===== src/rtl/debug_step_ctrl_if.sv =====
// Front-panel signal bundle for debug_step_ctrl.
// Optional macro: AUTO_RUN_EN adds the raw auto-run switch `run`.
// Handshake: none. The raw inputs are level signals, asynchronous to the
// clock, and are sampled continuously. `step` is a single-cycle strobe that
// needs no acknowledge. `switch` and `step_count` are registered levels.
// `dbg_state` exposes the button FSM state for observation.
interface debug_step_ctrl_if;
  logic        btn_step;
  logic [5:0]  sw_raw;
`ifdef AUTO_RUN_EN
  logic        run;
`endif
  logic        step;
  logic [5:0]  switch;
  logic [15:0] step_count;
  logic [1:0]  dbg_state;

`ifdef AUTO_RUN_EN
  modport master (output btn_step, sw_raw, run,
                  input  step, switch, step_count, dbg_state);
  modport slave  (input  btn_step, sw_raw, run,
                  output step, switch, step_count, dbg_state);
`else
  modport master (output btn_step, sw_raw,
                  input  step, switch, step_count, dbg_state);
  modport slave  (input  btn_step, sw_raw,
                  output step, switch, step_count, dbg_state);
`endif
endinterface


===== src/rtl/debug_step_ctrl.sv =====
// Front-panel input conditioner: synchronizes and debounces the step button
// into a one-cycle step pulse, debounces the 6-bit register-select switches,
// and counts issued steps (wrapping at 16 bits).
// Optional macro: AUTO_RUN_EN adds a synced `run` switch and a free-running
// divider that issues a step every RUN_DIV cycles, masking button steps.
module debug_step_ctrl #(
  parameter int DEBOUNCE_CYCLES = 200000,
  parameter int CNT_W           = 18,
  parameter int RUN_DIV         = 50000000
) (
  input  logic             clock,
  input  logic             reset,
  debug_step_ctrl_if.slave bus
);

  // Reject configurations the debounce counters cannot represent.
  if (DEBOUNCE_CYCLES < 2 || (2 ** CNT_W) <= DEBOUNCE_CYCLES || RUN_DIV < 1) begin : g_param_check
    $error("debug_step_ctrl: invalid parameter set");
  end

  localparam logic [CNT_W-1:0] DEB_LAST = CNT_W'(DEBOUNCE_CYCLES - 1);

  typedef enum logic [1:0] {
    S_IDLE         = 2'd0,
    S_PRESS_WAIT   = 2'd1,
    S_HELD         = 2'd2,
    S_RELEASE_WAIT = 2'd3
  } state_t;

  state_t           r_state, w_state_nxt;
  logic [CNT_W-1:0] r_bcnt, w_bcnt_nxt;
  logic             w_btn_fire;
  logic             w_step_fire;

  logic [1:0]       r_btn_sync;
  logic [5:0]       r_sw_sync1, r_sw_sync2;
  logic             w_btn_s;

  logic [5:0]       r_cand;
  logic [CNT_W-1:0] r_scnt;
  logic [5:0]       r_switch;
  logic             r_step;
  logic [15:0]      r_step_count;

  // Two-flop synchronizers for the raw button and switches.
  always_ff @(posedge clock or negedge reset) begin
    if (!reset) begin
      r_btn_sync <= '0;
      r_sw_sync1 <= '0;
      r_sw_sync2 <= '0;
    end else begin
      r_btn_sync <= {r_btn_sync[0], bus.btn_step};
      r_sw_sync1 <= bus.sw_raw;
      r_sw_sync2 <= r_sw_sync1;
    end
  end

  assign w_btn_s = r_btn_sync[1];

  // Button FSM state and debounce counter.
  always_ff @(posedge clock or negedge reset) begin
    if (!reset) begin
      r_state <= S_IDLE;
      r_bcnt  <= '0;
    end else begin
      r_state <= w_state_nxt;
      r_bcnt  <= w_bcnt_nxt;
    end
  end

  // Button FSM next state; a step fires only on leaving PRESS_WAIT for HELD,
  // so holding the button or bouncing back from RELEASE_WAIT never repeats.
  always_comb begin
    w_state_nxt = r_state;
    w_bcnt_nxt  = r_bcnt;
    w_btn_fire  = 1'b0;
    case (r_state)
      S_IDLE: begin
        if (w_btn_s) begin
          w_state_nxt = S_PRESS_WAIT;
          w_bcnt_nxt  = '0;
        end
      end
      S_PRESS_WAIT: begin
        if (!w_btn_s) begin
          w_state_nxt = S_IDLE;
        end else if (r_bcnt == DEB_LAST) begin
          w_state_nxt = S_HELD;
          w_btn_fire  = 1'b1;
        end else begin
          w_bcnt_nxt = r_bcnt + 1'b1;
        end
      end
      S_HELD: begin
        if (!w_btn_s) begin
          w_state_nxt = S_RELEASE_WAIT;
          w_bcnt_nxt  = '0;
        end
      end
      S_RELEASE_WAIT: begin
        if (w_btn_s) begin
          w_state_nxt = S_HELD;
        end else if (r_bcnt == DEB_LAST) begin
          w_state_nxt = S_IDLE;
        end else begin
          w_bcnt_nxt = r_bcnt + 1'b1;
        end
      end
      default: w_state_nxt = S_IDLE;
    endcase
  end

`ifdef AUTO_RUN_EN
  localparam int DIV_W = (RUN_DIV > 1) ? $clog2(RUN_DIV) : 1;
  localparam logic [DIV_W-1:0] DIV_LAST = DIV_W'(RUN_DIV - 1);

  logic [1:0]       r_run_sync;
  logic [DIV_W-1:0] r_dcnt;
  logic             w_run_s;
  logic             w_auto_fire;

  // Two-flop synchronizer for the run switch (deliberately not debounced).
  always_ff @(posedge clock or negedge reset) begin
    if (!reset) r_run_sync <= '0;
    else        r_run_sync <= {r_run_sync[0], bus.run};
  end

  assign w_run_s     = r_run_sync[1];
  assign w_auto_fire = w_run_s && (r_dcnt == DIV_LAST);

  // Auto-run divider: counts only while run is high, held at zero otherwise.
  always_ff @(posedge clock or negedge reset) begin
    if (!reset)           r_dcnt <= '0;
    else if (!w_run_s)    r_dcnt <= '0;
    else if (w_auto_fire) r_dcnt <= '0;
    else                  r_dcnt <= r_dcnt + 1'b1;
  end

  // While running, the divider owns the step; the button FSM keeps tracking.
  assign w_step_fire = w_run_s ? w_auto_fire : w_btn_fire;
`else
  assign w_step_fire = w_btn_fire;
`endif

  // Registered step pulse and wrapping step counter.
  always_ff @(posedge clock or negedge reset) begin
    if (!reset) begin
      r_step       <= 1'b0;
      r_step_count <= '0;
    end else begin
      r_step <= w_step_fire;
      if (w_step_fire) r_step_count <= r_step_count + 16'd1;
    end
  end

  // Switch debounce: a new candidate restarts the count; a candidate stable
  // for DEBOUNCE_CYCLES is copied to the output while the count saturates.
  always_ff @(posedge clock or negedge reset) begin
    if (!reset) begin
      r_cand   <= '0;
      r_scnt   <= '0;
      r_switch <= '0;
    end else if (r_sw_sync2 != r_cand) begin
      r_cand <= r_sw_sync2;
      r_scnt <= '0;
    end else if (r_scnt == DEB_LAST) begin
      r_switch <= r_cand;
    end else begin
      r_scnt <= r_scnt + 1'b1;
    end
  end

  assign bus.step       = r_step;
  assign bus.switch     = r_switch;
  assign bus.step_count = r_step_count;
  assign bus.dbg_state  = r_state;

endmodule


===== src/flat_wrapper.sv =====
// flat-port wrapper written by rule: the top's interface ports become plain ports
module debug_step_ctrl_flat 
#(
  parameter int DEBOUNCE_CYCLES = 200000,
  parameter int CNT_W           = 18,
  parameter int RUN_DIV         = 50000000
)
  (clock, reset, bus_btn_step, bus_sw_raw, bus_step, bus_switch, bus_step_count, bus_dbg_state);
  debug_step_ctrl_if bus_i ();
  input  logic clock;
  input  logic reset;
  input wire logic [$bits(bus_i.btn_step)-1:0] bus_btn_step;
  input wire logic [$bits(bus_i.sw_raw)-1:0] bus_sw_raw;
  output wire logic [$bits(bus_i.step)-1:0] bus_step;
  output wire logic [$bits(bus_i.switch)-1:0] bus_switch;
  output wire logic [$bits(bus_i.step_count)-1:0] bus_step_count;
  output wire logic [$bits(bus_i.dbg_state)-1:0] bus_dbg_state;
  assign bus_i.btn_step = bus_btn_step;
  assign bus_i.sw_raw = bus_sw_raw;
  assign bus_step = bus_i.step;
  assign bus_switch = bus_i.switch;
  assign bus_step_count = bus_i.step_count;
  assign bus_dbg_state = bus_i.dbg_state;
  debug_step_ctrl #(.DEBOUNCE_CYCLES(DEBOUNCE_CYCLES), .CNT_W(CNT_W), .RUN_DIV(RUN_DIV)) u_core (.clock(clock), .reset(reset), .bus(bus_i));
endmodule

===== config.mk =====
export PLATFORM = sky130hd
export DESIGN_NAME = debug_step_ctrl_flat
export DESIGN_NICKNAME = d
export VERILOG_FILES = /design/src/rtl/debug_step_ctrl_if.sv /design/src/rtl/debug_step_ctrl.sv /design/src/flat_wrapper.sv
export SDC_FILE = /design/constraint.sdc
export NUM_CORES = 1
export LEC_CHECK = 0
export CORE_ASPECT_RATIO = 1.25
export CORE_MARGIN = 1
export CORE_UTILIZATION = 50
export DETAILED_ROUTE_END_ITERATION = 10
export PLACE_DENSITY_LB_ADDON = 0.15
export SETUP_SLACK_MARGIN = 0.4
export SYNTH_ARGS = -nofsm -noshare
export SYNTH_HDL_FRONTEND = slang
export SYNTH_SLANG_ARGS = --single-unit
export TNS_END_PERCENT = 100

===== constraint.sdc =====
create_clock -name clock -period 4.3 [get_ports clock]
set_input_delay 0.43 -clock clock [delete_from_list [all_inputs] [get_ports clock]]
set_output_delay 0.43 -clock clock [all_outputs]
set_load 0.02 [all_outputs]

### Yosys cells after proc, flatten, opt, wreduce, memory -nomap -nowiden

Index checks and enable logic that the tools add are counted.

| word-level totals | value |
|---|---|
| register bits after elaboration | 81 |
| bits of input ports | 9 |
| output and inout bits | 25 |
| logic and storage cells | 49 |

| operators by class | value |
|---|---|
| $add $sub $neg | 3 |
| eq/ne operators | 13 |
| muxes and demuxes | 18 |
| bitwise gates (word level) | 1 |
| reductions and logical operators | 4 |

Operator list:

| operator | count |
|---|---|
| 18-bit 2-to-1 mux | 7 |
| 18-bit case mux with 4 select lines | 1 |
| 18-bit by 1-bit adder with 18-bit output (second input constant) | 2 |
| 18-bit equality test (second input constant) | 2 |
| 16-bit by 1-bit adder with 16-bit output (second input constant) | 1 |
| 2-bit 2-to-1 mux | 6 |
| 2-bit case mux with 4 select lines | 1 |
| 4-bit AND reduction | 2 |
| 2-bit by 1-bit != test with 1-bit output (second input constant) | 3 |
| 6-bit != test | 1 |
| 2-bit equality test (second input constant) | 2 |
| 2-bit != test (second input constant) | 2 |
| 1-bit 2-to-1 mux | 3 |
| 3-bit by 1-bit != test with 1-bit output (second input constant) | 1 |
| 3-bit != test (second input constant) | 1 |
| 2-bit by 1-bit equality test with 1-bit output (second input constant) | 1 |
| 2-bit logical NOT | 1 |
| 2-bit AND reduction | 1 |
| 1-bit NOT | 1 |

### Depth between registers and ports, before layout

Gate-level depths: netlist (run 1).

| depth | value |
|---|---|
| word-level depth | 4 |
| mapped depth | 7 |
| depth with buffers taken out | 5 |

### Worst setup path after synthesis (run 1)

OpenSTA, ideal clock, no wires.

| path | value |
|---|---|
| path type | reg-to-reg |
| start | register u_core.r_bcnt[0] |
| end | register with a tool-made name |
| library setup time | 0.125 ns |
| arrival time | 1.727 ns |
| required time | 4.175 ns |
| setup slack | 2.447 ns |
| cell stages (with the launch flop) | 6 |
| path buffers | 0 |
| clock period less this slack | 1.853 ns |
| cells stage by stage | dfrtp_1 > ha_1 > nand4_2 > or3_1 > or3_4 > mux2_4 |

RTL lines:

| element | line | source |
|---|---|---|
| start, declared | debug_step_ctrl.sv:31 | `logic [CNT_W-1:0] r_bcnt, w_bcnt_nxt;` |
| start signal, assigned | debug_step_ctrl.sv:67 | `r_bcnt <= w_bcnt_nxt;` |

### Final worst setup path (run 1)

| path | value |
|---|---|
| start | register u_core.r_state[0], in the netlist u_core.bus.dbg_state[0] |
| end | output port bus_dbg_state[0] |

RTL lines:

| element | line | source |
|---|---|---|
| start, declared | debug_step_ctrl.sv:30 | `state_t r_state, w_state_nxt;` |
| start signal, assigned | debug_step_ctrl.sv:66 | `r_state <= w_state_nxt;` |
| end, declared | flat_wrapper.sv:17 | `output wire logic [$bits(bus_i.dbg_state)-1:0] bus_dbg_state;` |

No word-level cell between the ends.

==> impl_metrics.json, run 1 <==
{
  "cts_buffer_depth": 2,
  "timing_hold_violations_final": 0,
  "hold_buffers": 0,
  "critical_path_buf_inv_count": 1,
  "post-cts-setup-buffers": 0,
  "core_area_um2": 7490,
  "syn_to_final_growth_pct": 12.9,
  "regToRegSetupSlack_ns": 1.95,
  "fin_skew_ns": 0.00784,
  "yosys.area.top_type": "dfrtp_1",
  "cp-start-kind": "flip-flop",
  "synth_seq_area_share_pct": 51.4,
  "setup-violations-final": 0,
  "finalSetupTns_ns": 0,
  "synth_cells": 366,
  "clock-sinks": 81,
  "die_h_um": 101,
  "r2r_start": "u_core.bus.dbg_state[0]",
  "cts_root_buf": "clkbuf_8",
  "die-width_um": 81.4,
  "n_antenna_cell": 0,
  "slowest_stage": "dfrtp_1",
  "topRoutingLayerUsed": "met4",
  "avgRoutedWirePerCell_um": 16.2,
  "clk_latency_ns": 0.36,
  "period_share_pct": 54.8,
  "crit_required_ns": 3.87,
  "ios": 34,
  "cts_tree": "done",
  "period_needed_ns": 2.36,
  "grt_pass1_vias": 2790,
  "status": "finished, final reports clean",
  "grt_antenna_before_repair": 0,
  "syn-cell-area_um2": 3940,
  "placed_area_um2": 4270,
  "end_kind": "output port",
  "synth_nets": 378,
  "die_area_um2": 8250,
  "cts_resized": 0,
  "final_cell_area_um2": 4450,
  "grt_max_degree": 82,
  "p_leak_nw": 1.82,
  "power_mw": 1.37,
  "post-synth-top-area-fraction_pct": 51.4,
  "yosys_warnings": 0,
  "ys.flop_type": "dfrtp_1",
  "numCtsBuffers": 9,
  "crit_fanout": 21,
  "rsz0062_at_grt": "false",
  "finalWirelength_um": 7780,
  "post-place-cells": 465,
  "grt.total_usage_pct": 21.0,
  "maxCapViolations": 0,
  "fin_nets": 396,
  "drc": 0,
  "crit_type": "flip-flop to output port",
  "ant_nets": 0,
  "avgSynthCellArea_um2": 10.8,
  "htreeDepth": 3,
  "drive_gt1_share_pct": 10.3,
  "dp_hpwl_um": 5270,
  "drtIter0Drc": 161,
  "wl_met3_um": 241,
  "timing.rr.end": "u_core.r_bcnt[0]",
  "path_clk_slew_ns": 0.09,
  "portBuffers": 33,
  "initial_core_util_pct": 52.7,
  "wl_met1_um": 3580,
  "vias": 2819,
  "fin_cells": 481,
  "synth_edf_count": 0,
  "crit_family": "flip-flops",
  "gr-total-overflow": 0,
  "async_flop_share_pct": 100,
  "dr_wl_met2_um": 3730,
  "drt-pass1-iter-count": 4,
  "cp.depth": 1,
  "cp_cell_sequence": "clkdlybuf4s50_1",
  "drv_slew": 0,
  "max_freq_mhz": 424,
  "cp.arrival_ns": 1.93,
  "p_per_area_nw_per_um2": 308,
  "grt_pass1_wl_um": 13300,
  "reg2reg_depth": 4,
  "synth_cell_types": 63,
  "drt-vias-per-instance": 5.86,
  "hold_class": "input port to async pin",
  "num_rows": 35,
  "cp_slowest_stage_delay_ns": 0.83,
  "gp_congestion": 0.857,
  "peakVddDrop_mv": 0.236,
  "worst_pin_slew_ns": 1.27,
  "synth-seq-cells": 81,
  "synthTopCellsByArea": "dfrtp_1 (51%), xor2_1 (4.2%), nand3_1 (3.0%)",
  "relSlewSlack_pct": 15.0
}
[how the worst max path moves through the flow]
stage	end	start
2_1_floorplan	flip-flop	u_core.r_bcnt[0]
3_3_place_gp	u_core.r_bcnt[11]	u_core.bus.dbg_state[0]
3_5_place_dp	u_core.r_bcnt[6]	u_core.bus.dbg_state[0]
5_1_grt	u_core.r_bcnt[0]	u_core.bus.dbg_state[0]
4_1_cts	bus_dbg_state[0]	u_core.bus.dbg_state[0]
6_report	bus_dbg_state[0]	u_core.bus.dbg_state[0]
[logic make-up (layout without fill, tap and decap cells)]
| logic type | count (synthesis) | in the layout | synth area share (%) |
|---|---|---|---|
| simple gates | 147 | 147 | 23.1 |
| flops | 81 | 81 | 51.4 |
| compound gates | 56 | 56 | 10.1 |
| buf+inv | 35 | 58 | 3.87 |
| xor+xnor | 31 | 31 | 6.88 |
| mux | 13 | 13 | 3.68 |
| fa+ha+maj | 3 | 3 | 0.952 |
[metal layers]
layer	up-vias	track usage (%)
li1	1373	-
met1	1372	27.1
met2	55	33.3
met3	19	3.87
met4	0	11.0
met5	-	0
[cells in the mapped netlist, types with 4 or more instances]
| cell | number |
|---|---|
| and2_1 | 4 |
| nand4_1 | 14 |
| nor2_1 | 18 |
| and4_1 | 7 |
| buf_2 | 6 |
| dfrtp_1 | 81 |
| nand3_1 | 24 |
| nand3b_1 | 4 |
| mux2_2 | 8 |
| o21ai_0 | 7 |
| mux2i_1 | 4 |
| nand2_1 | 22 |
| xor2_1 | 19 |
| inv_1 | 9 |
| a41oi_1 | 4 |
| o41ai_1 | 5 |
| nor3_1 | 18 |
| a21oi_1 | 13 |
| nor4_1 | 5 |
| clkbuf_1 | 13 |
| o31ai_1 | 5 |
| a211oi_1 | 4 |
| xnor2_1 | 12 |
[cells in the final DEF, fill, tap and decap left out, drive strengths merged, types with 2 or more instances in the layout]
cell	count
inv	14
a21oi	14
nand2b	2
nor3b	2
a32o	2
nand2	22
or4	2
xnor2	12
nor4b	4
and4	7
or2	3
mux2i	4
o31ai	5
or3	4
clkdlybuf4s50	32
mux2	9
a31oi	3
and2	5
o211ai	2
o221ai	2
and3	3
nand4	16
xor2	19
and4b	2
nor3	19
nand3b	4
nand3	24
clkinv	2
o21ai	7
clkbuf	9
o2bb2ai	2
o41ai	5
ha	3
nor4	7
a41oi	4
dfrtp	81
a211oi	4
nor2	18
[where the power goes]
part / switching, mW / leakage [nW] / internal [mW]
logic: 0.0345 / 0.638 / 0.0187
registers: 0.0143 / 1.08 / 0.775
clock network: 0.305 / 0.0969 / 0.222
total: 0.354 / 1.82 / 1.02
[flip-flops by register name, summed over array words and instances (netlist names), named ones only]
name,count
u_core.r_sw_sync1,6
u_core.r_scnt,18
u_core.bus.step,1
u_core.bus.dbg_state,1
u_core.r_sw_sync2,6
u_core.bus.switch,6
u_core.bus.step_count,16
u_core.r_btn_sync,2
u_core.r_cand,6
u_core.r_bcnt,18
[through the flow]
stage                     hold slack [ns]  utilization [%]  setup slack, ns
final                               0.223             59.4             1.94
after global routing                0.310             59.4             1.80
after CTS                           0.262             59.4             1.92
after detailed placement            0.336             57.0             1.96
after global placement              0.332             57.0             2.05
after floorplan                     0.134                -             2.45
[area by class of cell]
| type | count | area, um^2 |
|---|---|---|
| clock inverter | 7 | 60.1 |
| tap | 92 | 115 |
| fill | 632 | 3040 |
| timing repair buffer | 33 | 328 |
| inverter | 9 | 33.8 |
| clock buffer | 9 | 124 |
| multi-input combinational | 250 | 1760 |
| sequential | 81 | 2030 |
Power figures use the tool's default switching activity.
==> inputs of run 2 (changes only) <==
- clock period: 4.3 -> 2.3 ns (I/O delays scaled with it)
==> impl_metrics.json, run 2 (same netlist as run 1, synthesis figures left out) <==
{
  "die-width_um": 81.4,
  "drc": 0,
  "fin_nets": 414,
  "finalSetupTns_ns": 0,
  "drt-vias-per-instance": 5.91,
  "worst_pin_slew_ns": 0.488,
  "fillCellCount": 605,
  "grt_antenna_before_repair": 0,
  "finalWorstSetupSlack_ns": 0.430,
  "numCtsBuffers": 9,
  "clk_latency_ns": 0.36,
  "avgRoutedWirePerCell_um": 16.5,
  "final_cell_mix": "dfrtp_1 (79), clkdlybuf4s50_1 (31), nand3_1 (23), nand2_1 (21), xor2_1 (19)",
  "crit_fanout": 8,
  "crit_required_ns": 2.58,
  "maxCapViolations": 0,
  "hold_class": "input port to flip-flop",
  "period_share_pct": 81.3,
  "cp_slowest_stage_delay_ns": 0.62,
  "gr-total-overflow": 0,
  "grt_pass1_vias": 2871,
  "cp-start-kind": "flip-flop",
  "gp_congestion": 0.882,
  "slowest_stage": "or4_4",
  "p_per_area_nw_per_um2": 550,
  "cts_buffer_depth": 2,
  "relSlewSlack_pct": 67.3,
  "path_clk_slew_ns": 0.09,
  "drtIter0Drc": 122,
  "rsz0062_at_grt": "true",
  "p_leak_nw": 1.92,
  "core_area_um2": 7490,
  "max_freq_mhz": 535,
  "die_h_um": 101,
  "fin_skew_ns": 0.00917,
  "status": "finished, final reports clean",
  "cts_root_buf": "clkbuf_8",
  "num_rows": 35,
  "n_antenna_cell": 0,
  "setup-violations-final": 0,
  "dp_hpwl_um": 5510,
  "pre_cts_slack_ns": 0.323,
  "initial_core_util_pct": 52.7,
  "grt.total_usage_pct": 21.6,
  "cts_tree": "done",
  "period_needed_ns": 1.87,
  "die_area_um2": 8250,
  "end_kind": "flip-flop",
  "ant_nets": 0,
  "grt_max_degree": 57,
  "drive_gt1_share_pct": 18.4,
  "syn_to_final_growth_pct": 19.2,
  "cp.arrival_ns": 2.15,
  "drv_slew": 0,
  "finalWirelength_um": 8230,
  "ios": 34,
  "cp_cell_sequence": "nand4b_1 > or4_4 > nor4_4 > xor2_1",
  "grt_pass1_wl_um": 13500,
  "vias": 2951,
  "crit_type": "flip-flop to flip-flop",
  "crit_family": "simple AND/OR/NAND/NOR gates",
  "critical_path_buf_inv_count": 0,
  "portBuffers": 33,
  "htreeDepth": 3,
  "layout_commonest_cell": "dfrtp_1",
  "clock-sinks": 81,
  "drt-pass1-iter-count": 4,
  "timing_hold_violations_final": 0,
  "peakVddDrop_mv": 0.473
}
-- run 2: changes by cell type in the layout (fill, tap and decap cells not counted), sizes merged --
cell and delta:
dlygate4sd3 +1, clkinvlp +2, clkinv -2, buf +17, dlygate4sd2 +1, clkdlybuf4s50 -1
-- run 2: worst reg2reg max path: cells and delay by family (launching register included) --
| family | cells | cell delay, ns |
|---|---|---|
| XOR/XNOR | 1 | 0.18 |
| flip-flops | 1 | 0.49 |
| AND/OR/NAND/NOR | 3 | 1.13 |
-- run 2: what timing repair did --
action,in CTS,in global routing
setup endpoints to repair,16,27
resized for setup,7,15
hold buffers,1,0
pin swaps,1,0
setup buffers,6,1
hold endpoints to repair,25,0
-- run 2: metal layers --
metal	vias to the layer above	GRT usage [%]	part of all wire [%]
li1	1416	-	-
met1	1486	27.6	46
met2	35	35.2	50
met3	14	3.51	2.0
met4	0	10.7	2.1
met5	-	0	0
-- run 2: path summary, 6_finish.rpt --
kind                                      start                        end  slack (ns)  cells past startpoint
setup / recovery                      flip-flop  u_core.bus.step_count[15]        0.43                      4
hold / removal                    bus_sw_raw[2]       u_core.r_sw_sync1[2]        0.30                      1
setup reg to reg                      flip-flop  u_core.bus.step_count[15]        0.43                      4
hold reg to reg            u_core.r_sw_sync1[1]       u_core.r_sw_sync2[1]        0.35                      0
max in group asynchronous                 reset                  async pin        1.36                      3
min in group asynchronous                 reset       u_core.bus.switch[3]        0.31                      2
-- run 2: final cells by class --
class / count / area [um^2] / area share (%)
timing repair buffer: 51 / 477 / 10.1
tap: 92 / 115 / 2.45
multi-input combinational: 250 / 1860 / 39.6
clock inverter: 7 / 58.8 / 1.25
clock buffer: 9 / 124 / 2.63
sequential: 81 / 2030 / 43.2
inverter: 9 / 33.8 / 0.718
-- run 2: per-stage QoR --
stage	hold WS (ns)	cells	power [mW]	cell area [um^2]	utilization, %
after floorplan	-0.0656	366	1.55	3940	-
after global placement	0.159	475	1.61	4360	58.2
after detailed placement	0.162	475	1.62	4360	58.2
after CTS	0.282	498	2.61	4620	61.7
after global routing	0.292	499	2.69	4700	62.8
final	0.299	499	2.59	4700	62.8
-- run 2: where the power goes --
group | total (mW) | switching (mW) | internal, mW
clock | 0.983 | 0.572 | 0.411
sequential | 1.47 | 0.0222 | 1.45
combinational | 0.135 | 0.0804 | 0.0543
